`src/rtl/ahb_pkg.sv`:
```
// Shared AHB-Lite definitions: transfer/burst codes, master state, command
// payload and burst beat-count helpers used by the master and slave blocks.
package ahb_pkg;

  localparam int unsigned ADDR_W = 32;
  localparam int unsigned DATA_W = 32;
  localparam int unsigned LEN_W  = 5;
  // Beat counters must hold up to 32 beats (cmd_len is 5 bits).
  localparam int unsigned BEAT_W = 6;

  typedef enum logic [1:0] {
    HTRANS_IDLE   = 2'b00,
    HTRANS_BUSY   = 2'b01,
    HTRANS_NONSEQ = 2'b10,
    HTRANS_SEQ    = 2'b11
  } htrans_e;

  typedef enum logic [2:0] {
    HBURST_SINGLE = 3'b000,
    HBURST_INCR   = 3'b001,
    HBURST_WRAP4  = 3'b010,
    HBURST_INCR4  = 3'b011,
    HBURST_WRAP8  = 3'b100,
    HBURST_INCR8  = 3'b101,
    HBURST_WRAP16 = 3'b110,
    HBURST_INCR16 = 3'b111
  } hburst_e;

  localparam logic [2:0] HSIZE_WORD = 3'b010;
  localparam logic [3:0] HPROT_DATA = 4'b0011;

  typedef enum logic [2:0] {
    MST_IDLE  = 3'd0,
    MST_ADDR  = 3'd1,
    MST_SEQ   = 3'd2,
    MST_DLAST = 3'd3,
    MST_ERR   = 3'd4
  } mst_state_e;

  // Local command payload as presented on the command interface.
  typedef struct packed {
    logic              write;
    logic [ADDR_W-1:0] addr;
    logic [2:0]        burst;
    logic [LEN_W-1:0]  len;
  } ahb_cmd_t;

  // Beat count of a burst; INCR is len+1 before any INCR_MAX clamp.
  function automatic logic [BEAT_W-1:0] beats_of(input logic [2:0] hburst,
                                                 input logic [LEN_W-1:0] len);
    case (hburst)
      HBURST_SINGLE:               beats_of = BEAT_W'(1);
      HBURST_INCR:                 beats_of = BEAT_W'(len) + BEAT_W'(1);
      HBURST_WRAP4, HBURST_INCR4:  beats_of = BEAT_W'(4);
      HBURST_WRAP8, HBURST_INCR8:  beats_of = BEAT_W'(8);
      default:                     beats_of = BEAT_W'(16);
    endcase
  endfunction

  function automatic logic is_wrap(input logic [2:0] hburst);
    return hburst inside {HBURST_WRAP4, HBURST_WRAP8, HBURST_WRAP16};
  endfunction

endpackage

```
`src/rtl/ahb_addr_gen.sv`:
```
// Combinational next-beat address for word bursts.
//   addr        : current beat address (word aligned)
//   hburst      : HBURST code of the burst
//   beats       : total beats of the burst (sets the wrap boundary)
//   next_addr_c : address of the following beat
module ahb_addr_gen
  import ahb_pkg::*;
(
  input  logic [ADDR_W-1:0] addr,
  input  logic [2:0]        hburst,
  input  logic [BEAT_W-1:0] beats,
  output logic [ADDR_W-1:0] next_addr_c
);

  logic [ADDR_W-1:0] incr;
  logic [ADDR_W-1:0] mask;

  // Wrap bursts keep the bits above the burst span and wrap the rest.
  always_comb begin
    incr = addr + ADDR_W'(4);
    mask = ADDR_W'({beats, 2'b00}) - ADDR_W'(1);
    if (is_wrap(hburst)) begin
      next_addr_c = (addr & ~mask) | (incr & mask);
    end else begin
      next_addr_c = incr;
    end
  end

endmodule

```
`src/rtl/ahb_burst_master.sv`:
```
// AHB-Lite burst master: takes one local burst command at a time and issues it
// as pipelined NONSEQ/SEQ word beats, honouring wait states and error aborts.
//   hclk, hreset         : clock, synchronous active-high reset
//   cmd_*                : command handshake (cmd_ready is high only in IDLE)
//   wr_data / wr_ack     : write data for the beat in its address phase; wr_ack
//                          is high in the cycle that beat's address is accepted
//   rd_data / rd_valid   : read data, valid the cycle after its data phase ends
//   cmd_done / cmd_err   : end-of-burst pulse, err = aborted by hresp
//   h*                   : AHB-Lite master signals
module ahb_burst_master
  import ahb_pkg::*;
#(
  parameter int unsigned INCR_MAX = 16
) (
  input  logic              hclk,
  input  logic              hreset,
  input  logic              cmd_valid,
  output logic              cmd_ready,
  input  logic              cmd_write,
  input  logic [ADDR_W-1:0] cmd_addr,
  input  logic [2:0]        cmd_burst,
  input  logic [LEN_W-1:0]  cmd_len,
  input  logic [DATA_W-1:0] wr_data,
  output logic              wr_ack,
  output logic [DATA_W-1:0] rd_data,
  output logic              rd_valid,
  output logic              cmd_done,
  output logic              cmd_err,
  output logic [ADDR_W-1:0] haddr,
  output logic              hwrite,
  output logic [2:0]        hsize,
  output logic [2:0]        hburst,
  output logic [3:0]        hprot,
  output logic [1:0]        htrans,
  output logic              hmastlock,
  output logic [DATA_W-1:0] hwdata,
  input  logic              hready,
  input  logic              hresp,
  input  logic [DATA_W-1:0] hrdata
);

  mst_state_e        state_q, state_d;
  logic [BEAT_W-1:0] beats_left_q, beats_left_d;
  logic [BEAT_W-1:0] beats_tot_q, beats_tot_d;
  logic [BEAT_W-1:0] beats_cmd;
  logic [ADDR_W-1:0] next_addr_c;
  logic [ADDR_W-1:0] haddr_d;
  logic [DATA_W-1:0] hwdata_d, rd_data_d;
  logic [2:0]        hburst_d;
  logic [1:0]        htrans_d;
  logic              hwrite_d, rd_valid_d, cmd_done_d, cmd_err_d;
  logic              addr_adv, rd_done, wr_ack_c;
  ahb_cmd_t          cmd_in;
  logic [1:0]        unused_addr_lsb;

  assign hsize     = HSIZE_WORD;
  assign hprot     = HPROT_DATA;
  assign hmastlock = 1'b0;

  assign cmd_in = '{write: cmd_write, addr: {cmd_addr[ADDR_W-1:2], 2'b00},
                    burst: cmd_burst, len: cmd_len};
  assign unused_addr_lsb = cmd_addr[1:0];

  assign cmd_ready = (state_q == MST_IDLE) && !hreset;
  assign wr_ack    = wr_ack_c && !hreset;

  ahb_addr_gen u_addr_gen (
    .addr        (haddr),
    .hburst      (hburst),
    .beats       (beats_tot_q),
    .next_addr_c (next_addr_c)
  );

  // Clamp undefined-length INCR bursts to INCR_MAX beats.
  always_comb begin
    beats_cmd = beats_of(cmd_in.burst, cmd_in.len);
    if (cmd_in.burst == HBURST_INCR && beats_cmd > BEAT_W'(INCR_MAX)) begin
      beats_cmd = BEAT_W'(INCR_MAX);
    end
  end

  // Next-state and next-output logic; registered outputs hold by default.
  always_comb begin
    state_d      = state_q;
    beats_left_d = beats_left_q;
    beats_tot_d  = beats_tot_q;
    haddr_d      = haddr;
    hwrite_d     = hwrite;
    hburst_d     = hburst;
    htrans_d     = htrans;
    hwdata_d     = hwdata;
    rd_data_d    = rd_data;
    rd_valid_d   = 1'b0;
    cmd_done_d   = 1'b0;
    cmd_err_d    = 1'b0;
    wr_ack_c     = 1'b0;
    addr_adv     = 1'b0;
    rd_done      = 1'b0;

    case (state_q)
      MST_IDLE: begin
        htrans_d = HTRANS_IDLE;
        if (cmd_valid && cmd_ready) begin
          haddr_d      = cmd_in.addr;
          hwrite_d     = cmd_in.write;
          hburst_d     = cmd_in.burst;
          beats_left_d = beats_cmd;
          beats_tot_d  = beats_cmd;
          htrans_d     = HTRANS_NONSEQ;
          state_d      = MST_ADDR;
        end
      end
      MST_ADDR: begin
        addr_adv = hready;
      end
      MST_SEQ: begin
        // An error on the previous beat's data phase cancels this address.
        if (hresp) begin
          htrans_d = HTRANS_IDLE;
          state_d  = MST_ERR;
        end else begin
          addr_adv = hready;
          rd_done  = hready;
        end
      end
      MST_DLAST: begin
        if (hresp) begin
          state_d = MST_ERR;
        end else if (hready) begin
          rd_done    = 1'b1;
          cmd_done_d = 1'b1;
          state_d    = MST_IDLE;
        end
      end
      MST_ERR: begin
        htrans_d   = HTRANS_IDLE;
        cmd_done_d = 1'b1;
        cmd_err_d  = 1'b1;
        state_d    = MST_IDLE;
      end
      default: begin
        htrans_d = HTRANS_IDLE;
        state_d  = MST_IDLE;
      end
    endcase

    // Address phase accepted: capture write data and move to the next beat.
    if (addr_adv) begin
      wr_ack_c     = hwrite;
      beats_left_d = beats_left_q - BEAT_W'(1);
      if (hwrite) begin
        hwdata_d = wr_data;
      end
      if (beats_left_q == BEAT_W'(1)) begin
        htrans_d = HTRANS_IDLE;
        state_d  = MST_DLAST;
      end else begin
        haddr_d  = next_addr_c;
        htrans_d = HTRANS_SEQ;
        state_d  = MST_SEQ;
      end
    end

    // Data phase completed for a read beat.
    if (rd_done && !hwrite) begin
      rd_valid_d = 1'b1;
      rd_data_d  = hrdata;
    end
  end

  // State and output registers.
  always_ff @(posedge hclk) begin
    if (hreset) begin
      state_q      <= MST_IDLE;
      beats_left_q <= '0;
      beats_tot_q  <= '0;
      haddr        <= '0;
      hwrite       <= 1'b0;
      hburst       <= 3'b000;
      htrans       <= HTRANS_IDLE;
      hwdata       <= '0;
      rd_data      <= '0;
      rd_valid     <= 1'b0;
      cmd_done     <= 1'b0;
      cmd_err      <= 1'b0;
    end else begin
      state_q      <= state_d;
      beats_left_q <= beats_left_d;
      beats_tot_q  <= beats_tot_d;
      haddr        <= haddr_d;
      hwrite       <= hwrite_d;
      hburst       <= hburst_d;
      htrans       <= htrans_d;
      hwdata       <= hwdata_d;
      rd_data      <= rd_data_d;
      rd_valid     <= rd_valid_d;
      cmd_done     <= cmd_done_d;
      cmd_err      <= cmd_err_d;
    end
  end

endmodule

```
`config.mk`:
```
export PLATFORM = sky130hd
export DESIGN_NAME = ahb_burst_master
export DESIGN_NICKNAME = d
export VERILOG_FILES = /design/src/rtl/ahb_pkg.sv /design/src/rtl/ahb_addr_gen.sv /design/src/rtl/ahb_burst_master.sv
export SDC_FILE = /design/constraint.sdc
export NUM_CORES = 1
export LEC_CHECK = 0
export ABC_AREA = 1
export CAP_MARGIN = 25
export CORE_MARGIN = 2
export CORE_UTILIZATION = 35
export DETAILED_ROUTE_END_ITERATION = 8
export PLACE_DENSITY_LB_ADDON = 0.2
export REMOVE_ABC_BUFFERS = 1
export SLEW_MARGIN = 15
export SYNTH_ARGS = -nofsm -noshare
export SYNTH_HDL_FRONTEND = slang
export SYNTH_SLANG_ARGS = --single-unit
```
`constraint.sdc`:
```
create_clock -name hclk -period 1.8 [get_ports hclk]
set_input_delay 0.27 -clock hclk [delete_from_list [all_inputs] [get_ports hclk]]
set_output_delay 0.27 -clock hclk [all_outputs]
set_load 0.01 [all_outputs]
```
==> results of run 1 <==
[area by class of cell]
class / count / area, µm² / share of cell area
tap: 225 / 282 / 0.0287
sequential: 120 / 2410 / 0.246
multi-input combinational: 635 / 3310 / 0.338
clock buffer: 19 / 443 / 0.0451
timing repair buffer: 290 / 2830 / 0.288
clock inverter: 12 / 200 / 0.0204
inverter: 84 / 337 / 0.0343
[where the power goes]
| part | switching [µW] | internal, µW |
|---|---|---|
| combinational | 903 | 938 |
| sequential | 140 | 2820 |
| clock | 1300 | 2480 |
[routing by layer]
metal	global-route usage	routed length, µm	vias to the layer above
met1	0.267	8650	3087
met4	0.0799	396	0
li1	-	-	3415
met5	0	0	-
met2	0.348	9210	234
met3	0.0789	1780	30
[cells in the final DEF (no fill, tap or decap), drive strengths merged]
master / count
nand3b: 3
nor4: 2
clkinvlp: 4
bufinv: 5
o21a: 3
o31ai: 1
o221ai: 5
clkdlybuf4s50: 211
nor3b: 2
inv: 81
dlygate4sd2: 1
or2: 5
nand2: 175
a31oi: 3
dfxtp: 120
o21bai: 1
and3: 2
xor2: 10
nand4: 12
nor3: 21
a21oi: 81
nor2: 129
a32oi: 1
conb: 8
ha: 5
o22ai: 5
clkbuf: 20
o211ai: 3
clkinv: 6
nand3: 87
o21ai: 71
buf: 77
[cells by family after synthesis]
| family | after synthesis | synth area share |
|---|---|---|
| and+or+nand+nor | 438 | 0.323 |
| adders and majority gates | 5 | 0.0104 |
| AOI/OAI and AO/OA | 174 | 0.154 |
| other | 2 | 0.00125 |
| xor gates and xnor gates | 10 | 0.0145 |
| DFF | 120 | 0.398 |
| buffers and inverters | 132 | 0.0985 |
[final timing paths]
kind              start         to  slack (ns)  depth (start not counted)
min reg2reg    haddr[1]   haddr[1]        0.45                          2
max          state_q[2]     wr_ack      -0.007                          8
min              hreset  htrans[0]        0.15                          2
max reg2reg  state_q[2]       flop        0.01                         13
[per-stage QoR]
step	hold WS [ns]	setup WS, ns
finish	0.153	-0.00671
global route	0.149	-0.107
CTS	0.135	-0.101
detailed placement	0.448	-0.312
global placement	0.446	-0.254
floorplan	0.339	-0.845
[repair_timing]
item	CTS	global route
pin swaps	0	20
buffers inserted	0	10
setup endpoints to repair	9	34
resized for setup	7	93
cloned	0	1
==> flow_metrics.py, run 1 <==
metrics = {
    "sta": {
        "hold_violations": 0,
        "setup_violations": 1,
        "skew_ns": 0.0130,
        "period_needed_ns": 1.81,
        "timing.fmax_ghz": 0.553,
        "worst_slew_pin_slew_ns": 0.531,
        "relSlewSlack": 0.646,
        "worst_slack_ns": -0.00671,
        "rsz0062_at_grt": "true",
        "setup_tns_ns": -0.00671,
        "period_share": 1.00,
        "drv_slew": 0,
    },
    "detailed_routing": {
        "totalWireLength_um": 20000,
        "drc_errors": 0,
        "firstDrtPassIters": 4,
        "ant_nets": 0,
        "drtIter0Drc": 418,
        "wl_per_cell_um": 14.5,
        "viasPerCell": 4.89,
        "vias": 6766,
    },
    "cells_and_area": {
        "fillers": 1602,
        "drive_above_1_share": 0.167,
        "final_nets": 1263,
        "final_core_util": 0.576,
        "areaGrowthSynthToFinish_pct": 62.8,
        "final_cell_count_no_fill": 1385,
        "stdcell_area_um2": 9820,
        "antenna_cells": 0,
    },
    "global_routing": {
        "antenna_found_initial": 0,
        "grt_usage": 0.217,
        "overflow": 0,
        "grt_pass1_vias": 6434,
        "grt_start_max_net_pins": 55,
        "grt_pass1_wl_um": 31600,
    },
    "die": {
        "dieArea_um2": 18300,
        "die_w_um": 135,
        "initial_utilization": 0.354,
        "rows": 48,
        "die_h_um": 135,
        "ios": 225,
        "core_area_um2": 17100,
    },
    "outcome": {
        "violations": "negative setup slack",
        "outcome": "complete, but fails checks",
    },
    "yosys": {
        "netlist_instances": 881,
        "async_flop_share": 0,
        "ys.flop_type": "dfxtp_1",
        "ys_top_cells_by_area": "dfxtp_1 40%, nand2_1 11%, nor2_1 7.7%",
        "synth-edff-count": 0,
        "yosys_warnings": 0,
        "ys_seq_elements": 120,
        "yosys.cell_count.top_type": "nand2_1",
        "synthTopCellsByCount": "169 x nand2_1, 123 x nor2_1, 120 x dfxtp_1",
        "synth_area_um2": 6030,
        "synth_cell_types": 41,
        "avgSynthCellArea_um2": 6.85,
        "yosysTopAreaCellShare": 0.398,
        "yosysSeqAreaShare": 0.398,
        "yosysTopAreaCell": "dfxtp_1",
    },
    "worst_setup_path": {
        "crit_type": "flop to output pin",
        "crit_arrival_ns": 1.54,
        "critical_path.max_fanout": 3,
        "startpoint_type": "flop",
        "critPathBufInv": 3,
        "critical_path.top_delay_family": "simple AND/OR/NAND/NOR gates",
        "path_cells": "inv_2 -> nand2_2 -> o21ai_2 -> nand2_2 -> nor2_8 -> inv_2 -> nor2_1 -> buf_2",
        "critical-path-max-stage-delay_ns": 0.32,
        "worst_setup_path_end_kind": "output pin",
        "slowest_stage": "dfxtp_2",
        "crit_required_ns": 1.53,
    },
    "placement": {
        "place_congestion": 0.911,
        "dp.cells": 1344,
        "port_buffers": 214,
        "place_area_um2": 8770,
        "dp_hpwl_um": 14200,
    },
    "clock_network": {
        "root_buffer": "clkbuf_16",
        "clock_latency_ns": 0.42,
        "cts_tree": "built",
        "cts_buffers": 17,
        "path_clk_slew_ns": 0.06,
        "clockBufferDepth": 2,
        "cts-htree-levels": 4,
        "cts_num_sinks": 120,
        "holdBufCountCts": 0,
    },
    "power_and_ir_drop": {
        "ir_worst_vdd_mv": 0.654,
        "power_leakage_uw": 0.00386,
        "finalPower_uw": 8580,
        "powerDensity_nw_per_um2": 874,
    },
    "run": {
        "maxCapViolCount": 0,
    },
    "min_path": {
        "min_path_type": "input pin to flop",
    },
}
No activity file was read; power rests on OpenSTA's default activity.
==> run 2: changes to the inputs <==
--- a/config.mk
+++ b/config.mk
@@ -8,7 +8,7 @@
 export ABC_AREA = 1
 export CAP_MARGIN = 25
 export CORE_MARGIN = 2
-export CORE_UTILIZATION = 35
+export CORE_UTILIZATION = 45
 export DETAILED_ROUTE_END_ITERATION = 8
 export PLACE_DENSITY_LB_ADDON = 0.2
 export REMOVE_ABC_BUFFERS = 1
==> flow_metrics.py, run 2 (synthesis results as in run 1) <==
metrics = {
    "power_and_ir_drop": {
        "powerDensity_nw_per_um2": 845,
        "finalPower_uw": 8100,
        "power_leakage_uw": 0.00385,
        "ir_worst_vdd_mv": 0.639,
    },
    "sta": {
        "rsz0062_at_grt": "true",
        "relSlewSlack": 0.576,
        "period_share": 0.980,
        "setup_violations": 0,
        "fin_hold_ws_ns": 0.267,
        "period_needed_ns": 1.76,
        "worst_slew_pin_slew_ns": 0.636,
        "skew_ns": 0.00572,
        "drv_slew": 0,
        "hold_violations": 0,
        "timing.fmax_ghz": 0.567,
    },
    "clock_network": {
        "cts_tree": "built",
        "clock_latency_ns": 0.42,
        "path_clk_slew_ns": 0.06,
        "cts_buffers": 17,
        "cts_num_sinks": 120,
        "cts-htree-levels": 4,
        "root_buffer": "clkbuf_16",
        "holdBufCountCts": 0,
        "clockBufferDepth": 2,
    },
    "cells_and_area": {
        "final_cell_mix": "210 x clkdlybuf4s50_1, 165 x nand2_1, 116 x nor2_1",
        "areaGrowthSynthToFinish_pct": 58.9,
        "final_nets": 1273,
        "drive_above_1_share": 0.146,
        "fillers": 1074,
        "final_core_util": 0.727,
        "mostFrequentLayoutCell": "clkdlybuf4s50_1",
    },
    "placement": {
        "dp_hpwl_um": 14000,
        "place_congestion": 0.887,
        "port_buffers": 214,
    },
    "die": {
        "ios": 225,
        "core_area_um2": 13200,
        "dieArea_um2": 14300,
        "die_h_um": 120,
        "initial_utilization": 0.457,
        "rows": 42,
        "die_w_um": 120,
    },
    "worst_setup_path": {
        "startpoint_type": "flop",
        "critical_path.top_delay_family": "simple AND/OR/NAND/NOR gates",
        "crit_arrival_ns": 2.03,
        "slowest_stage": "dfxtp_2",
        "critPathMostFrequentCell": "nand2_2",
        "path_cells": "ha_4 -> nand2_1 -> nor3_2 -> nand2_2 -> nor2_4 -> nand2_2 -> nor2_2 -> nor2_1 -> o21ai_1 -> a21oi_1",
        "worst_setup_path_end_kind": "flop",
        "critical_path.max_fanout": 3,
        "critPathBufInv": 0,
        "crit_required_ns": 2.07,
        "crit_type": "flop to flop",
        "critical-path-max-stage-delay_ns": 0.36,
    },
    "min_path": {
        "min_path_type": "input pin to flop",
    },
    "global_routing": {
        "grt_usage": 0.276,
        "antenna_found_initial": 1,
        "grt_pass1_vias": 6470,
        "grt_start_max_net_pins": 58,
        "grt_pass1_wl_um": 31600,
        "overflow": 0,
    },
    "detailed_routing": {
        "ant_nets": 0,
        "viasPerCell": 5.09,
        "firstDrtPassIters": 7,
        "drtIter0Drc": 453,
        "totalWireLength_um": 20000,
        "vias": 6856,
        "drc_errors": 0,
        "wl_per_cell_um": 14.9,
    },
    "run": {
        "maxCapViolCount": 0,
    },
    "outcome": {
        "outcome": "finished clean",
    },
}
[run 2: cell count changes in the layout (fill, tap and decap cells not counted), sizes merged]
cell,delta
buf,+9
inv,+4
bufinv,-3
clkdlybuf4s50,-1
clkinvlp,+1
diode,+1
dlymetal6s2s,+1
[run 2: timing repair]
action / CTS / global route
setup buffers: 0 / 7
resized for setup: 10 / 33
endpoints found under the setup margin: 4 / 61
pin swaps: 3 / 7
cloned: 0 / 2
[run 2: stage by stage]
step	worst slack, ns	TNS [ns]	cell area (µm²)	std cells
after global placement	-0.246	-12.67	8780	1306
after CTS	0.00126	0	9370	1338
final	0.0365	0	9590	1348
after floorplan	-0.845	-55.10	5780	839
after global routing	-0.0598	-0.449	9580	1347
after detailed placement	-0.268	-15.25	8780	1306
[run 2: where the power goes]
part / total (µW) / switching (µW) / leakage (µW) / internal (µW)
sequential: 2940 / 129 / 0.000975 / 2820
combinational: 1780 / 873 / 0.00260 / 909
clock: 3380 / 1300 / 0.000275 / 2080
total: 8100 / 2300 / 0.00385 / 5800
[run 2: routing by layer]
layer  routed length, µm  track usage
met5                   0            0
met1                8310        0.339
met3                1820        0.108
met2                9590        0.445
met4                 333       0.0846
[run 2: path summary, 6_finish.rpt]
check,cells past startpoint,from,slack (ns),end
min reg2reg,2,rd_data[20],0.46,rd_data[20]
max reg2reg,10,haddr[2],0.04,flop
min,3,hreset,0.27,state_q[1]
max,10,haddr[2],0.04,flop
[run 2: final cells by class]
class                      count  area [µm²]  area share
tap                          176         220      0.0230
clock inverter                14         148      0.0154
inverter                      84         323      0.0337
multi-input combinational    635        3140       0.328
clock buffer                  18         439      0.0458
timing repair buffer         300        2900       0.303
antenna                        1        2.50    0.000261
sequential                   120        2410       0.252
[run 2: worst register-to-register path: stages (launching register included)]
cell	delay, ns
dfxtp_2	0.36
ha_4	0.14
nand2_1	0.09
nor3_2	0.27
nand2_2	0.12
nor2_4	0.14
nand2_2	0.08
nor2_2	0.14
nor2_1	0.06
o21ai_1	0.14
a21oi_1	0.09
==> run 3: changes to the inputs <==
--- a/config.mk
+++ b/config.mk
@@ -7,7 +7,7 @@
 export LEC_CHECK = 0
 export ABC_AREA = 1
 export CAP_MARGIN = 25
-export CORE_MARGIN = 2
+export CORE_MARGIN = 3
 export CORE_UTILIZATION = 45
 export DETAILED_ROUTE_END_ITERATION = 8
 export PLACE_DENSITY_LB_ADDON = 0.2
==> flow_metrics.py, run 3 (synthesis results as in run 1) <==
metrics = {
    "outcome": {
        "outcome": "finished clean",
    },
    "sta": {
        "drv_slew": 0,
        "timing.fmax_ghz": 0.574,
        "skew_ns": 0.0106,
        "setup_violations": 0,
        "worst_slew_pin_slew_ns": 0.676,
        "hold_violations": 0,
        "rsz0062_at_grt": "true",
        "period_needed_ns": 1.74,
        "setup_tns_ns": 0,
        "period_share": 0.967,
        "relSlewSlack": 0.549,
    },
    "cells_and_area": {
        "mostFrequentLayoutCell": "clkdlybuf4s50_1",
        "final_cell_count_no_fill": 1332,
        "areaGrowthSynthToFinish_pct": 57.2,
        "antenna_cells": 0,
        "final_cell_mix": "211 x clkdlybuf4s50_1, 164 x nand2_1, 114 x nor2_1",
        "final_nets": 1264,
        "fillers": 1009,
        "drive_above_1_share": 0.141,
    },
    "power_and_ir_drop": {
        "ir_worst_vdd_mv": 0.856,
        "power_leakage_uw": 0.00379,
        "powerDensity_nw_per_um2": 835,
        "finalPower_uw": 7910,
    },
    "detailed_routing": {
        "drtIter0Drc": 566,
        "drc_errors": 0,
        "totalWireLength_um": 19900,
        "vias": 6839,
        "viasPerCell": 5.13,
        "firstDrtPassIters": 7,
        "wl_per_cell_um": 14.9,
        "ant_nets": 0,
    },
    "global_routing": {
        "grt_start_max_net_pins": 59,
        "antenna_found_initial": 0,
        "overflow": 0,
        "grt_pass1_wl_um": 30900,
        "grt_pass1_vias": 6368,
        "grt_usage": 0.261,
    },
    "worst_setup_path": {
        "startpoint_type": "flop",
        "crit_arrival_ns": 1.47,
        "worst_setup_path_end_kind": "output pin",
        "critPathBufInv": 1,
        "critical_path.top_delay_family": "buffers and inverters",
        "critical-path-max-stage-delay_ns": 0.59,
        "path_cells": "clkdlybuf4s50_1",
        "crit_required_ns": 1.53,
        "slowest_stage": "clkdlybuf4s50_1",
        "crit_type": "flop to output pin",
        "r2r_slack_ns": 0.07,
        "critical_path.max_fanout": 7,
    },
    "die": {
        "die_w_um": 122,
        "dieArea_um2": 14800,
        "initial_utilization": 0.468,
        "core_area_um2": 12900,
        "rows": 41,
        "die_h_um": 122,
        "ios": 225,
    },
    "clock_network": {
        "cts_buffers": 17,
        "clockBufferDepth": 2,
        "clock_latency_ns": 0.42,
        "path_clk_slew_ns": 0.05,
        "root_buffer": "clkbuf_16",
        "cts-htree-levels": 4,
        "cts_tree": "built",
        "cts_num_sinks": 120,
    },
    "run": {
        "maxCapViolCount": 0,
    },
    "placement": {
        "port_buffers": 214,
        "dp.cells": 1299,
        "dp_hpwl_um": 14000,
        "place_congestion": 0.924,
    },
    "min_path": {
        "min_path_type": "input pin to flop",
    },
}
[run 3: worst paths after layout]
path,start,to,cells after the start
max,flop,haddr[25],1
min,hreset,htrans[0],3
max reg2reg,haddr[2],flop,10
min reg2reg,haddr[0],haddr[0],2
[run 3: cell type report]
type / count / area (µm²) / area share
Clock inverter: 8 / 72.6 / 0.00765
Timing Repair Buffer: 291 / 2800 / 0.295
Inverter: 84 / 328 / 0.0346
Sequential cell: 120 / 2410 / 0.255
Tap cell: 172 / 215 / 0.0227
Multi-Input combinational cell: 635 / 3170 / 0.334
Clock buffer: 22 / 484 / 0.0511
[run 3: routing by layer]
layer  part of all wire  GRT usage  vias to the layer above
met5                  0          0                        -
met4              0.019     0.0791                        0
met3               0.10      0.113                       40
met2               0.47      0.426                      307
met1               0.41      0.312                     3075
li1                   -          -                     3417
[run 3: stage by stage]
stage          hold slack, ns  area [µm²]  utilization  worst slack (ns)
2_1_floorplan           0.339        5780            -            -0.845
4_1_cts                 0.228        9330        0.725           -0.0700
3_3_place_gp            0.440        8760        0.681            -0.237
3_5_place_dp            0.451        8760        0.681            -0.257
6_report                0.257        9480        0.736            0.0590
5_1_grt                 0.249        9480        0.736           -0.0364
[run 3: report_power, final]
part | switching [µW] | leakage, µW | internal (µW)
combinational | 873 | 0.00254 | 882
clock | 1190 | 0.000270 | 2020
sequential | 133 | 0.000976 | 2820
total | 2200 | 0.00379 | 5710
[run 3: what timing repair did]
| item | in CTS | in global routing |
|---|---|---|
| pin swaps | 0 | 12 |
| setup buffers | 0 | 3 |
| hold buffers | 0 | 0 |
| gates resized for setup | 8 | 48 |
| endpoints found under the setup margin | 16 | 49 |
==> patch: new RTL, config.mk and constraints of run 3 <==
Register the output `cmd_err` once more, with the module's reset; this adds one clock of latency there. The other outputs are not delayed to match.
--- a/src/rtl/ahb_burst_master.sv
+++ b/src/rtl/ahb_burst_master.sv
@@ -39,6 +39,8 @@
   input  logic [DATA_W-1:0] hrdata
 );
 
+  logic cmd_err_s0;
+
   mst_state_e        state_q, state_d;
   logic [BEAT_W-1:0] beats_left_q, beats_left_d;
   logic [BEAT_W-1:0] beats_tot_q, beats_tot_d;
@@ -182,7 +184,7 @@
       rd_data      <= '0;
       rd_valid     <= 1'b0;
       cmd_done     <= 1'b0;
-      cmd_err      <= 1'b0;
+      cmd_err_s0   <= 1'b0;
     end else begin
       state_q      <= state_d;
       beats_left_q <= beats_left_d;
@@ -195,7 +197,15 @@
       rd_data      <= rd_data_d;
       rd_valid     <= rd_valid_d;
       cmd_done     <= cmd_done_d;
-      cmd_err      <= cmd_err_d;
+      cmd_err_s0   <= cmd_err_d;
+    end
+  end
+
+  always_ff @(posedge hclk) begin
+    if (hreset) begin
+      cmd_err <= '0;
+    end else begin
+      cmd_err <= cmd_err_s0;
     end
   end
 
Check against the original RTL: not equivalent (a bounded check fails within 10 cycles, from zero or initial values and one cycle with hreset high).
==> patch against run 3 <==
- total power about the same
- combinational power grew 3%
- sequential cell count increased by 1
- via count decreased by 1.6%
- design area shrank 0.70%
- first-iteration DRC count up 15%
- synthesized cell count fell by 2.3%
- synthesized area shrank 1.3%
- setup slack lost 0.033 ns
- maximum frequency is 1.8% lower
- non-clock buffer count rose by 2
- wire length is 1.6% lower
- clock power fell by 2%
- critical path type unchanged
==> patch: results (changes against run 3) <==
Critical path
  – Crit path max fanout: 3 (-4)
  – CP max-delay cell: dfxtp_2
  – Worst Path Arrival: 1.50 ns (+0.03 ns)
  – CP max stage delay: 0.32 ns (-0.27 ns)

Clock tree
  – Num CTS Buffers: 17 (unchanged)
  – CTS clk-pin slew, worst paths: 0.06 ns
  – Clock latency on the worst-skew pair: 0.42 ns (about the same)
  – H-tree depth: 4 (unchanged)
  – CTS Buffer Depth: 2 (unchanged)
  – CTS root buf: clkbuf_16

Layout
  – Filler cells: 1016 (+0.69%)
  – Non-Filler Instances: 1314 (-1.4%)
  – Ant. Diodes: 0 (unchanged)
  – Cell area after layout: 0.00941 mm² (-0.70%)
  – Fraction of layout cells with a size suffix above 1: 14.6% (+0.49 points)
  – Nets: 1244 (-1.6%)

Placement
  – Final GP Congestion: 0.921 (-0.42%)
  – Pre-CTS WS: -0.318 ns (-0.0608 ns)
  – Placed cell areas: 0.00870 mm² (-0.77%)
  – Input/output buffers: 214 (unchanged)
  – Final HPWL DP: 13800 µm (-1.8%)

Synthesis
  – Seq/Total Area, Yosys: 40.7% (+0.87 points)
  – Synth cell types: 40 (-2.4%)
  – Synth cell count leaders: nand2_1 (189), dfxtp_1 (121), nor2_1 (112), nand3_1 (79), a21oi_1 (66)
  – Yosys warning total: 0 (unchanged)
  – Post-Syn Area per Cell: 6.91 µm² (+0.96%)
  – Synth top area cells: dfxtp_1 (41%), nand2_1 (12%), nor2_1 (7.1%)
  – Ys async rst share: 0% (unchanged)

Routing
  – Post-DR vias/cell: 5.12 (-0.28%)
  – TritonRoute pass-1 iters: 5 (-2)
  – Routed WL per cell: 14.9 µm (-0.27%)
  – Initial DRC Count: 652 (+15%)

Power
  – Worst VDD drop: 0.000715 V (-17%)
  – Sw frac: 29.1% (+1.3 points)
  – Pleak: 3.79 nW (about the same)

Run status
  – Outcome: finished, final reports clean

Timing
  – Count of pins over their slew limit: 0 (unchanged)
  – Slew margin rel.: 63.9% (+9.0 points)
  – Clock Skew: 0.00949 ns (-0.00106 ns)

Global routing
  – Largest net degree at the start of global routing: 61 (+3.4%)
  – Initial antenna violation count: 0 (unchanged)
  – First-pass GRT wire length: 31000 µm (+0.18%)
  – GRT Total Usage: 26.3% (+0.23 points)
  – Via count of the first global-routing pass: 6439 (+1.1%)

Hold path
  – Hold/Removal Path Class: input port to register
-- patch: path summary, 6_finish.rpt --
path / slack (ns) / to / from / cells after the start
worst max-delay path: 0.03 / wr_ack / state_q[2] / 8
worst min register to register: 0.40 / cmd_err / cmd_err_s0 / 2
worst max register to register: 0.10 / register / beats_tot_q[1] / 12
worst min-delay path: 0.31 / state_q[1] / hreset / 3
-- patch: layout make-up --
class | count | share of cell area (%)
multi-input combinational | 624 | 33.1
timing repair buffer | 293 | 30.0
sequential | 121 | 25.8
clock buffer | 21 | 5.00
inverter | 72 | 3.03
tap | 172 | 2.29
clock inverter | 11 | 0.771
-- patch: worst max-delay path: cells and delay by family, from the launching register on --
family	cells	cell delay, ns
DFF	1	0.32
and+or+nand+nor	4	0.35
buffers and inverters	3	0.28
AOI/OAI and AO/OA	1	0.16
-- patch: power by group through the flow --
stage	combinational (W)	clock (W)	sequential, W
global placement	0.00170	0	0.00301
finish	0.00181	0.00313	0.00297
CTS	0.00174	0.00315	0.00296
floorplan	0.000680	0	0.00309
detailed placement	0.00172	0	0.00302
global route	0.00199	0.00327	0.00300
-- patch: cell families after synthesis --
group | after synthesis | share of synthesized area [%]
buffers and inverters | 122 | 8.77
XOR/XNOR | 15 | 2.21
AND/OR/NAND/NOR | 441 | 33.0
other | 2 | 0.126
adder cells (fa/ha/maj) | 5 | 1.05
flip-flops | 121 | 40.7
multiplexers | 1 | 0.189
AO/OA/AOI/OAI | 154 | 14.0
-- patch: routing by layer --
metal	global-route usage, %	part of all wire (%)
met5	0	0
met4	8.36	1.9
met3	9.70	9.3
met2	44.8	49
met1	30.7	40
-- patch: timing repair --
item	in CTS	in global routing
endpoints found under the setup margin	10	64
pin swaps	0	9
resized for setup	9	43
buffers inserted	0	7
